### config.mk
export PLATFORM = sky130hd
export DESIGN_NAME = bcd_to_bin_seq
export DESIGN_NICKNAME = d
export VERILOG_FILES = /design/src/rtl/bcd_to_bin_seq.sv
export SDC_FILE = /design/constraint.sdc
export NUM_CORES = 1
export LEC_CHECK = 0
export BUFFER_PORTS_ARGS = -buffer_cell sky130_fd_sc_hd__buf_2
export CAP_MARGIN = 30
export CORE_MARGIN = 2
export CORE_UTILIZATION = 50
export CTS_BUF_LIST = sky130_fd_sc_hd__clkbuf_4 sky130_fd_sc_hd__clkbuf_8
export DETAILED_ROUTE_END_ITERATION = 8
export GPL_TIMING_DRIVEN = 0
export PLACE_DENSITY = 0.72
export SYNTH_ARGS = -nofsm -noshare
export SYNTH_HDL_FRONTEND = slang
export SYNTH_SLANG_ARGS = --single-unit
### constraint.sdc
create_clock -name clk -period 1.89 [get_ports clk]
set_clock_uncertainty 0.15 [all_clocks]
set_input_delay 0.2835 -clock clk [delete_from_list [all_inputs] [get_ports clk]]
set_output_delay 0.2835 -clock clk [all_outputs]
set_load 0.02 [all_outputs]
### src/rtl/bcd_to_bin_seq.sv
// Iterative reverse double-dabble BCD-to-binary converter with valid/ready on both sides.
// Optional invalid-digit detection is enabled by defining BCD_TO_BIN_ERR_CHECK_EN.
module bcd_to_bin_seq #(
   parameter int DIGITS = 3,
   parameter int BIN_W  = 10
) (
   input  logic                clk,
   input  logic                rst,
   input  logic [4*DIGITS-1:0] bcd_in,
   input  logic                in_valid,
   output logic                in_ready,
   output logic [BIN_W-1:0]    bin_out,
   output logic                out_valid,
   input  logic                out_ready,
   output logic                busy,
   output logic                err
);
   localparam int BCD_W  = 4 * DIGITS;
   localparam int WORK_W = BCD_W + BIN_W;
   localparam int CNT_W  = $clog2(BIN_W + 1);
   localparam logic [CNT_W-1:0] LAST_ITER = CNT_W'(BIN_W - 1);

   typedef enum logic [1:0] {IDLE, SHIFT, DONE} state_t;

   state_t            state_q;
   logic [WORK_W-1:0] work_q;
   logic [WORK_W-1:0] shifted_d;
   logic [WORK_W-1:0] work_d;
   logic [CNT_W-1:0]  cnt_q;
   logic              in_ready_q;
   logic              busy_q;
   logic              out_valid_q;
   logic [BIN_W-1:0]  bin_out_q;
   logic              err_q;
   logic              err_flag_q;
   logic              bad_digit_d;

   // One iteration: shift the whole register right, then pull each digit >= 8 back by 3.
   assign shifted_d = work_q >> 1;
   assign work_d[BIN_W-1:0] = shifted_d[BIN_W-1:0];

   genvar gi;
   generate
      for (gi = 0; gi < DIGITS; gi++) begin : g_digit
         logic [3:0] digit_d;
         assign digit_d = shifted_d[BIN_W + 4*gi +: 4];
         assign work_d[BIN_W + 4*gi +: 4] = (digit_d >= 4'd8) ? (digit_d - 4'd3) : digit_d;
      end
   endgenerate

`ifdef BCD_TO_BIN_ERR_CHECK_EN
   logic [DIGITS-1:0] digit_bad_d;
   generate
      for (gi = 0; gi < DIGITS; gi++) begin : g_check
         assign digit_bad_d[gi] = (bcd_in[4*gi +: 4] > 4'd9);
      end
   endgenerate
   assign bad_digit_d = |digit_bad_d;
`else
   assign bad_digit_d = 1'b0;
`endif

   always_ff @(posedge clk) begin
      if (rst) begin
         state_q     <= IDLE;
         work_q      <= '0;
         cnt_q       <= '0;
         in_ready_q  <= 1'b1;
         busy_q      <= 1'b0;
         out_valid_q <= 1'b0;
         bin_out_q   <= '0;
         err_q       <= 1'b0;
         err_flag_q  <= 1'b0;
      end else begin
         case (state_q)
            IDLE: begin
               if (in_valid && in_ready_q) begin
                  work_q     <= {bcd_in, {BIN_W{1'b0}}};
                  cnt_q      <= '0;
                  err_flag_q <= bad_digit_d;
                  in_ready_q <= 1'b0;
                  busy_q     <= 1'b1;
                  state_q    <= SHIFT;
               end
            end
            SHIFT: begin
               work_q <= work_d;
               cnt_q  <= cnt_q + 1'b1;
               if (cnt_q == LAST_ITER) begin
                  // A flagged word still runs full length so latency never depends on data.
                  bin_out_q   <= err_flag_q ? '0 : work_d[BIN_W-1:0];
                  err_q       <= err_flag_q;
                  out_valid_q <= 1'b1;
                  state_q     <= DONE;
               end
            end
            DONE: begin
               if (out_ready) begin
                  out_valid_q <= 1'b0;
                  err_q       <= 1'b0;
                  err_flag_q  <= 1'b0;
                  busy_q      <= 1'b0;
                  in_ready_q  <= 1'b1;
                  state_q     <= IDLE;
               end
            end
            default: begin
               state_q <= IDLE;
            end
         endcase
      end
   end

   assign in_ready  = in_ready_q;
   assign busy      = busy_q;
   assign out_valid = out_valid_q;
   assign bin_out   = bin_out_q;
`ifdef BCD_TO_BIN_ERR_CHECK_EN
   assign err = err_q;
`else
   assign err = 1'b0;
`endif

endmodule

## Word-level counts from Yosys, hierarchy flattened

Cells that the tools add are included.

- Logic and storage cells: 52
- Bits in writable memories: 0
- Register bits after elaboration: 42
- Latch bits: 0
- Memories: 0
- Memory bits (read-only): 0

- Divide/modulo/power cells: 0
- Shift-type cells: 0
- Add/subtract/negate cells: 4
- Muxes and demuxes: 21
- Magnitude comparators: 3
- Multipliers: 0
- Equality and inequality tests: 6
- Bitwise logic cells: 0
- Reduce and logical (&&, ||, !) cells: 10

Operator list:

| cell | count |
|---|---|
| 22-bit one-hot mux with 2 select lines | 1 |
| 22-bit two-way mux | 1 |
| 4-bit two-way mux | 4 |
| 10-bit two-way mux | 1 |
| 3-bit AND reduction | 3 |
| 4-bit >= comparator, second input constant | 2 |
| 1-bit one-hot mux with 2 select lines | 4 |
| 4-bit one-hot mux with 2 select lines | 1 |
| 4-bit by 2-bit subtractor with 4-bit output, second input constant | 2 |
| 2-bit two-way mux | 3 |
| 2-bit inequality test, second input constant | 3 |
| 2-bit one-hot mux with 3 select lines | 1 |
| 2-bit nonzero test | 3 |
| 1-bit two-way mux | 5 |
| 4-bit by 1-bit adder with 4-bit output, second input constant | 1 |
| 4-bit equality test, second input constant | 1 |
| 3-bit by 4-bit >= comparator with 1-bit output, second input constant | 1 |
| 2-bit AND reduction | 2 |
| 3-bit by 2-bit subtractor with 4-bit output, second input constant | 1 |
| 2-bit by 1-bit equality test with 1-bit output, second input constant | 1 |
| 2-bit equality test, second input constant | 1 |
| 2-bit zero test | 1 |
| 1-bit logical AND | 1 |

## Depth between registers and ports, before layout

Gate-level depths: netlist (run 1).

- Depth in word-level cells: 3
- Depth in mapped cells: 7
- Mapped depth without buffers: 5

## Worst setup path after synthesis (run 1)

OpenSTA, ideal clock, no wires.

- Kind: reg2reg
- Start: register state_q[0]
- End: register work_q[12]
- Library setup time: 79 ps
- Clock period less this slack: 1438 ps
- Arrival: 1209 ps
- Path slack: 452 ps
- Stages on the path, launching flop included: 6
- Cell sequence: dfxtp_1 > buf_6 > nor2b_1 > buf_6 > or4_1 > o211ai_1

- Word-level cells in the longest chain between the ends: 3
- Elaborated cells on any way between the ends: 6
- Those cells by class: eq/ne: 2; mux: 1; reduce/logical: 3

RTL lines:

| what | line | RTL |
|---|---|---|
| from (decl) | 25 | `state_t state_q;` |
| from (signal assigned) | 65 | `state_q <= IDLE;` |
| from (signal assigned) | 83 | `state_q <= SHIFT;` |
| from (signal assigned) | 94 | `state_q <= DONE;` |
| 2-bit by 1-bit equality test with 1-bit output or 2-bit zero test (tied branches) | 75 | `case (state_q)` |
| 2-bit nonzero test (no line) or 2-bit inequality test (tied branches) | - |  |
| 2-bit AND reduction (no line) | - |  |
| to (signal assigned) | 78 | `work_q <= {bcd_in, {BIN_W{1'b0}}};` |
| to (signal assigned) | 87 | `work_q <= work_d;` |
| to (decl) | 26 | `logic [WORK_W-1:0] work_q;` |

Parallel ways exist; a longest one is shown, timed or not.
A chain may end at the register's enable or synchronous reset.

## Worst setup path after layout (run 1)

- Start: register cnt_q[0]
- End: register state_q[1]

- Word-level cells in the longest chain between the ends: 3

RTL lines:

| what | line | RTL |
|---|---|---|
| from (decl) | 29 | `logic [CNT_W-1:0] cnt_q;` |
| from (signal assigned) | 88 | `cnt_q <= cnt_q + 1'b1;` |
| 4-bit equality test | 89 | `if (cnt_q == LAST_ITER) begin` |
| 2-bit inequality test (no line) | - |  |
| 3-bit AND reduction (no line) | - |  |
| to (signal assigned) | 83 |  |
| to (signal assigned) | 94 |  |
| to (signal assigned) | 104 | `state_q <= IDLE;` |

Every way passes these cells.

==> flow_summary.ini, run 1 <==
[drt]
first_iter_violations = 152
routed_wirelength_mm = 3.88
antenna_left = 0
dr.pass1.iters = 5
routedWlPerCell_um = 13.2
wl_met1_mm = 1.95
wl_met2_mm = 1.68
via_per_inst = 5.48
routed.top_layer = met4
wl_met3_um = 189
num_vias = 1606
drc = 0

[power]
power_per_cell_area_mw_per_mm2 = 749
p_leak_nw = 0.792
peakVddDrop_mv = 0.385
p_total_mw = 1.55

[critical_path]
cp_max_fo = 10
cp-end-kind = flop
cp_data_required_time_ns = 2.02
crit_arrival_ns = 1.82
critPathLaunchType = flop
crit_type = reg -> reg

[floorplan]
fp.dieArea_mm2 = 0.00415
die_h_um = 64.4
core_mm2 = 0.00342
pin_count = 30
die_w_um = 64.4
initial_utilization = 0.535
rows = 21

[clocking]
cts.root.buffer_cell = clkbuf_4
cts_sinks = 40
cts_hold_buf = 0
cts.clk_slew.worst_paths_ns = 0.11
htreeDepth = 2
numCtsBuffers = 5
clk_latency_ns = 0.35
post-cts-setup-buffers = 0
clockBufferDepth = 2
cts_tree = built
cts-resized-gates = 0

[timing]
slew_violations = 0
rsz0062_at_grt = false
fmax_mhz = 589
finalCritPeriodShare = 0.899
tns_ns = 0
finalCriticalPeriod_ns = 1.70
final_hold_viol_count = 0
final-setup-viol-count = 0

[yosys]
yosysSeqAreaShare = 0.438
ys_ff_latch = 40
synth_area_mm2 = 0.00183
synth.avg_cell_area_um2 = 8.58
yosys_warnings = 0
netlist_instances = 213
synth_ff_type = dfxtp_1
ys_types = 33
async_flop_share = 0
synth_edf_count = 0
synth_nets = 235

[hold_path]
hold_path.class = in -> reg

[status]
status = complete, no violations

[placement]
gp_congestion = 0.752
post-dp-hpwl_mm = 2.74
place_area_mm2 = 0.00202
io_buffers = 27

[grt]
grt_pass1_vias = 1502
grt_start_max_net_pins = 12
grt_pass1_wl_mm = 6.64
grt_overflow_total = 0
gr-usage-all-layers = 0.205
antenna_found_initial = 0

[cells_and_area]
final_cell_mix = dfxtp_1, a21oi_1, buf_2
layout.cells.most_common = dfxtp_1
drive_gt1_frac = 0.186
nets = 269
fin_area_mm2 = 0.00207
fillCellCount = 317
antenna_cells = 0
area_growth_pct = 13.3

[job]
cap_viol_max_count = 0
==> area by class of cell <==
cell class,instances,area (µm²),share of cell area
inverter,7,26.3,0.0127
tap,46,57.6,0.0278
timing repair buffer,27,135,0.0653
buffer,20,115,0.0556
sequential,40,801,0.387
clock buffer,6,45.0,0.0218
multi-input combinational,146,885,0.427
clock inverter,1,5.00,0.00242
==> worst max-delay path, stage by stage, from the launching register on <==
cell and delay (ns):
dfxtp_1 0.42, ha_1 0.18, and3b_1 0.21, clkbuf_1 0.33, nand2_1 0.18, a21oi_1 0.15
==> metal layers <==
metal	track usage	vias up
li1	-	830
met1	0.280	726
met2	0.318	42
met3	0.0451	8
met4	0.0745	0
met5	0	-
==> metrics by stage <==
step	utilization	worst slack, ns	instances	hold WS [ns]
floorplan	-	0.452	213	0.270
global placement	0.591	0.283	286	0.305
detailed placement	0.591	0.254	286	0.308
CTS	0.606	0.203	293	0.0196
global route	0.606	0.0363	293	0.0352
finish	0.606	0.191	293	0.0223
==> power breakdown <==
part / leakage, nW / internal, mW / switching [mW]
registers: 0.325 / 0.876 / 0.0312
clock network: 0.0315 / 0.151 / 0.260
logic: 0.436 / 0.0955 / 0.136
total: 0.792 / 1.12 / 0.428
==> cells by family (layout without fill, tap and decap cells) <==
kind of cell,count (synthesis),in the layout,share of synthesized area
AOI/OAI and AO/OA,61,61,0.206
xor gates and xnor gates,4,4,0.0192
other,1,1,0.00205
buffers and inverters,27,61,0.0774
and+or+nand+nor,74,74,0.216
adders and majority gates,6,6,0.0411
DFF,40,40,0.438
==> registers in the layout, summed over array words and instances (netlist names) <==
register   count
in_ready       1
state_q        2
work_q        21
busy           1
cnt_q          4
out_valid      1
bin_out       10
==> worst paths after layout <==
kind / startpoint / to / slack [ns] / cells after the start
max: cnt_q[0] / state_q[1] / 0.19 / 5
min: bcd_in[11] / work_q[21] / 0.02 / 3
max reg2reg: cnt_q[0] / state_q[1] / 0.19 / 5
min reg2reg: bin_out[4] / bin_out[4] / 0.32 / 2
==> cell usage after synthesis (3+ instances only) <==
cell	number	area, µm²
nand2b_1	5	31.3
buf_4	3	22.5
nand3b_1	3	22.5
nor2b_1	3	18.8
o31ai_1	11	82.6
clkbuf_1	9	33.8
a22oi_1	5	37.5
ha_1	6	75.1
nor2_1	6	22.5
o211ai_1	3	22.5
nor4_1	4	25.0
nand2_1	15	56.3
buf_2	5	25.0
inv_1	7	26.3
a21oi_1	34	170
dfxtp_1	40	801
nand3_1	29	145
buf_6	3	33.8
Power figures use the tool's default switching activity.
==> inputs of run 2 (changes only) <==
--- a/config.mk
+++ b/config.mk
@@ -5,6 +5,7 @@
 export SDC_FILE = /design/constraint.sdc
 export NUM_CORES = 1
 export LEC_CHECK = 0
+export ABC_AREA = 1
 export BUFFER_PORTS_ARGS = -buffer_cell sky130_fd_sc_hd__buf_2
 export CAP_MARGIN = 30
 export CORE_MARGIN = 2
==> run 2 against run 1 <==
Net effect: routed wire length rose by 0.93%; critical endpoint is now bin_out[2]; critical path depth rose by 1; sequential share of layout area fell by 2.9 points; via count rose by 4.9%; largest power group unchanged; non-clock buffer count fell by 7; worst hold slack improved by 0.069 ns; synthesized cell count rose by 23%; global-route usage barely moved; critical path type unchanged.
==> flow_summary.ini, run 2 <==
[status]
status = complete, no violations

[critical_path]
cp_data_required_time_ns = 1.96
reg2reg_from = cnt_q[0]
slowest_stage = dfxtp_1
reg2reg_to = bin_out[2]
crit_type = reg -> reg
cp_max_fo = 10
crit_arrival_ns = 1.59
cp-end-kind = flop
r2r_cells = 6
critPathLaunchType = flop
max_stage_delay_ns = 0.40
crit_chain = ha_1 -> nand3_1 -> nor2_8 -> buf_6 -> nand2_1 -> a21oi_2
r2r_slack_ns = 0.38

[placement]
dp_cells = 337
place_area_mm2 = 0.00212
io_buffers = 28
post-dp-hpwl_mm = 2.79
gp_congestion = 0.764

[cells_and_area]
layout.cells.most_common = nand2_1
largest_reg_flops = 21
seq_area_um2 = 801
fillCellCount = 372
fin_area_mm2 = 0.00223
regMostFlops = work_q
nets = 318
final_cell_mix = nand2_1, dfxtp_1, inv_1, buf_2, nor2_1
area_growth_pct = 16.4
drive_gt1_frac = 0.236
finalNonFillerCells = 345
antenna_cells = 0
multi_input_area_um2 = 895

[drt]
first_iter_violations = 70
via_per_inst = 4.88
num_vias = 1685
drc = 0
routed_wirelength_mm = 3.92
routedWlPerCell_um = 11.3
dr.pass1.iters = 4
antenna_left = 0

[yosys]
yosys_warnings = 0
synth_area_mm2 = 0.00192
synth_nets = 283
synthTopCellsByCount = nand2_1, dfxtp_1, inv_1
async_flop_share = 0
ys_ff_latch = 40
yosysMostFrequentCell = nand2_1
synth.avg_cell_area_um2 = 7.35
yosysSeqAreaShare = 0.417
synth_top_area_frac = 0.417
synth_ff_type = dfxtp_1
netlist_instances = 261
ys_types = 26
synth_area_leaders = dfxtp_1, nand2_1, inv_1, a21oi_1, nor2_1
yosys.area.top_type = dfxtp_1
synth_edf_count = 0

[timing]
slew_violations = 0
slew_headroom = 0.565
tns_ns = 0
finalCriticalPeriod_ns = 1.51
fmax_mhz = 661
final_hold_viol_count = 0
worst_slew_pin_slew_ns = 0.653
final-setup-viol-count = 0
rsz0062_at_grt = false
finalCritPeriodShare = 0.801

[hold_path]
min_to = work_q[21]
min_path_cells = 3
hold_path.class = in -> reg
hp-start = bcd_in[11]

[clocking]
post-cts-setup-buffers = 0
numCtsBuffers = 5
clockBufferDepth = 2
cts_sinks = 40
cts_tree = built
cts.root.buffer_cell = clkbuf_8
cts.clk_slew.worst_paths_ns = 0.08
clk_latency_ns = 0.30
htreeDepth = 2
cts_hold_buf = 0
cts-resized-gates = 0

[floorplan]
die_h_um = 66.0
pin_count = 30
fp.dieArea_mm2 = 0.00435
initial_utilization = 0.520
core_mm2 = 0.00369
die_w_um = 66.0
rows = 22

[power]
peakVddDrop_mv = 0.477
p_leak_nw = 0.990
power_per_cell_area_mw_per_mm2 = 847

[grt]
antenna_found_initial = 0
grt_start_max_net_pins = 15
grt_overflow_total = 0
grt_pass1_vias = 1552
gr-usage-all-layers = 0.204
grt_pass1_wl_mm = 6.77

[job]
cap_viol_max_count = 0
## run 2: cell types whose count changed in the layout (fill, tap and decap cells not counted), moves of 6 or more
cell      before  now
nor2_1         6   28
o21ai_0        2   11
nand2_1       15   61
a21oi_1       34   21
inv_1          7   30
o31ai_1       11    0
clkbuf_4       6    0
a21oi_2        0    8
nand3_1       29   20
nand2_2        0    8
## run 2: area by class of cell
cell class                 count  area share
tap                           48      0.0269
sequential                    40       0.358
multi-input combinational    176       0.400
buffer                        12      0.0437
clock buffer                   5      0.0308
clock inverter                 3      0.0207
timing repair buffer          28      0.0627
inverter                      33      0.0566
## run 2: cells by family (layout without fill, tap and decap cells)
family	count (synthesis)	after routing	share of synthesized area
AO/OA/AOI/OAI	42	42	0.125
flip-flops	40	40	0.417
adder cells (fa/ha/maj)	6	6	0.0391
AND/OR/NAND/NOR	127	127	0.300
buffers and inverters	45	81	0.117
other	1	1	0.00195
## run 2: layer usage
layer  share of wire  up-vias  global-route usage
met3           0.048        8              0.0579
met4           0.015        0              0.0612
li1                -      883                   -
met5               0        -                   0
met1            0.47      763               0.247
met2            0.47       31               0.351
## run 2: worst max-delay path, delay by kind of cell (launching register included)
kind	cells	cell delay (ns)
fa+ha+maj	1	0.17
flops	1	0.40
compound gates	1	0.14
buf+inv	1	0.15
simple gates	3	0.43
## run 2: power by group
group	internal, mW	switching (mW)
sequential	0.878	0.0325
clock	0.398	0.322
combinational	0.0948	0.167
total	1.37	0.522
## run 2: how the worst max path moves through the flow
stage,start,to
floorplan,cnt_q[0],bin_out[0]
global placement,cnt_q[0],bin_out[0]
detailed placement,cnt_q[0],bin_out[2]
CTS,cnt_q[0],bin_out[2]
global route,state_q[0],work_q[11]
finish,cnt_q[0],bin_out[2]
## run 2: through the flow
step	setup slack, ns	util	power (mW)	hold WS (ns)
after floorplan	0.493	-	1.12	0.281
after global placement	0.397	0.575	1.19	0.299
after detailed placement	0.371	0.575	1.19	0.301
after CTS	0.349	0.606	1.91	0.0847
after global routing	0.212	0.606	1.99	0.0906
final	0.376	0.606	1.89	0.0913
==> inputs of run 3 (changes only) <==
--- a/config.mk
+++ b/config.mk
@@ -13,7 +13,7 @@
 export CTS_BUF_LIST = sky130_fd_sc_hd__clkbuf_4 sky130_fd_sc_hd__clkbuf_8
 export DETAILED_ROUTE_END_ITERATION = 8
 export GPL_TIMING_DRIVEN = 0
-export PLACE_DENSITY = 0.72
+export PLACE_DENSITY = 0.75
 export SYNTH_ARGS = -nofsm -noshare
 export SYNTH_HDL_FRONTEND = slang
 export SYNTH_SLANG_ARGS = --single-unit
==> constraint.sdc (replaced) <==
create_clock -name clk -period 1.3 [get_ports clk]
set_clock_uncertainty 0.15 [all_clocks]
set_input_delay 0.195 -clock clk [delete_from_list [all_inputs] [get_ports clk]]
set_output_delay 0.195 -clock clk [all_outputs]
set_load 0.02 [all_outputs]
==> run 3 against run 2 <==
Net effect: the flow now finishes with violations (hold timing, setup timing); utilization is 10 points higher; cell count up 5.8%; via count up 9.3%; sequential power rose by 47%; maximum frequency grew 7.3%.
==> flow_summary.ini, run 3 (synthesized netlist as in run 2, its figures left out) <==
[cells_and_area]
drive_gt1_frac = 0.445
fillCellCount = 297
seq_area_um2 = 822
antenna_cells = 0
regMostFlops = work_q
final_cell_mix = nand2_1, dfxtp_1, buf_2
largest_reg_flops = 21
nets = 338
utilization = 0.706
area_growth_pct = 35.7
layout.cells.most_common = nand2_1
multi_input_area_mm2 = 0.00105

[timing]
rsz0062_at_grt = true
slew_headroom = 0.546
finalCriticalPeriod_ns = 1.41
final-setup-viol-count = 9
slew_violations = 0
holdWs_ns = -0.00715
finalCritPeriodShare = 1.09
fmax_mhz = 709
worst_slew_pin_slew_ns = 0.682
fin_ws_ns = -0.111
final_hold_viol_count = 1

[clocking]
cts.root.buffer_cell = clkbuf_8
cts.clk_slew.worst_paths_ns = 0.08
numCtsBuffers = 5
cts_tree = built
cts_sinks = 40
clk_latency_ns = 0.30
htreeDepth = 2
clockBufferDepth = 2

[critical_path]
cp_data_required_time_ns = 1.31
cp_max_fo = 6
r2r_cells = 7
cp-end-kind = flop
crit_arrival_ns = 1.42
crit_type = reg -> reg
critPathLaunchType = flop

[floorplan]
initial_utilization = 0.520
die_h_um = 66.0
die_w_um = 66.0
rows = 22
core_mm2 = 0.00369
fp.dieArea_mm2 = 0.00435
pin_count = 30

[drt]
antenna_left = 0
via_per_inst = 5.05
dr.pass1.iters = 4
routedWlPerCell_um = 13.6
drc = 0
routed_wirelength_mm = 4.95
num_vias = 1842
first_iter_violations = 119

[grt]
grt_overflow_total = 0
grt_pass1_vias = 1612
grt_pass1_wl_mm = 7.11
antenna_found_initial = 0
gr-usage-all-layers = 0.218
grt_start_max_net_pins = 14

[power]
p_total_mw = 2.83
p_leak_nw = 1.14
peakVddDrop_mv = 0.640
power_per_cell_area_mw_per_mm2 = 1090

[placement]
gp_congestion = 0.782
post-place-ws_ns = -0.189
post-dp-hpwl_mm = 2.87
io_buffers = 28

[hold_path]
min_path_cells = 3
hold_path.class = in -> reg

[job]
cap_viol_max_count = 0

[status]
status = finished with violations
violations = hold timing, setup timing
==> run 3: cell types whose count changed in the layout (fill, tap and decap cells not counted), sizes merged <==
cell,before,now
buf,36,56
bufinv,1,0
clkinvlp,1,2
dlygate4sd3,0,1
inv,34,33
==> run 3: worst paths after layout <==
kind	from	slack, ns	end
worst max-delay path	state_q[1]	-0.11	cnt_q[3]
worst min-delay path	bcd_in[7]	-0.007	work_q[17]
worst max register to register	state_q[1]	-0.11	cnt_q[3]
worst min register to register	bin_out[1]	0.32	bin_out[1]
==> run 3: worst max-delay path, cell delays in order, from the launching register on <==
cell	delay [ns]
dfxtp_4	0.39
inv_4	0.05
nand2_4	0.06
buf_8	0.14
buf_6	0.13
nor2_1	0.05
a21oi_1	0.23
nor3_2	0.08
==> run 3: where the power goes <==
part           switching [mW]  internal, mW
Sequential             0.0568          1.28
Clock                   0.459         0.430
Combinational           0.326         0.277
Total                   0.841          1.99
==> run 3: metal layers <==
metal	up-vias	wire length, µm	track usage
li1	925	-	-
met1	858	2080	0.249
met2	53	2540	0.389
met3	6	273	0.0460
met4	0	63	0.0995
met5	-	0	0
==> run 3: repair_timing <==
| action | in CTS | in global routing |
|---|---|---|
| hold buffers | 0 | 1 |
| hold endpoints to repair | 0 | 1 |
| buffers inserted | 13 | 6 |
| setup endpoints to repair | 39 | 36 |
| pin swaps | 9 | 34 |
| gates cloned | 1 | 1 |
| resized for setup | 28 | 52 |
==> run 3: per-stage QoR <==
stage,cells,setup TNS (ns),instance area (µm²)
after global routing,365,-1.06,2600
after global placement,337,-3.65,2130
after floorplan,261,-0.00125,1930
after CTS,358,-0.0651,2390
final,365,-0.216,2600
after detailed placement,337,-4.13,2130
==> run 3: cell type report <==
class / count / share of cell area
clock buffers: 6 / 0.0317
plain buffers: 10 / 0.0346
well taps: 48 / 0.0231
inverters: 33 / 0.0505
flip-flops and latches: 40 / 0.316
clock inverters: 2 / 0.00577
repair buffers: 50 / 0.134
multi-input cells: 176 / 0.405
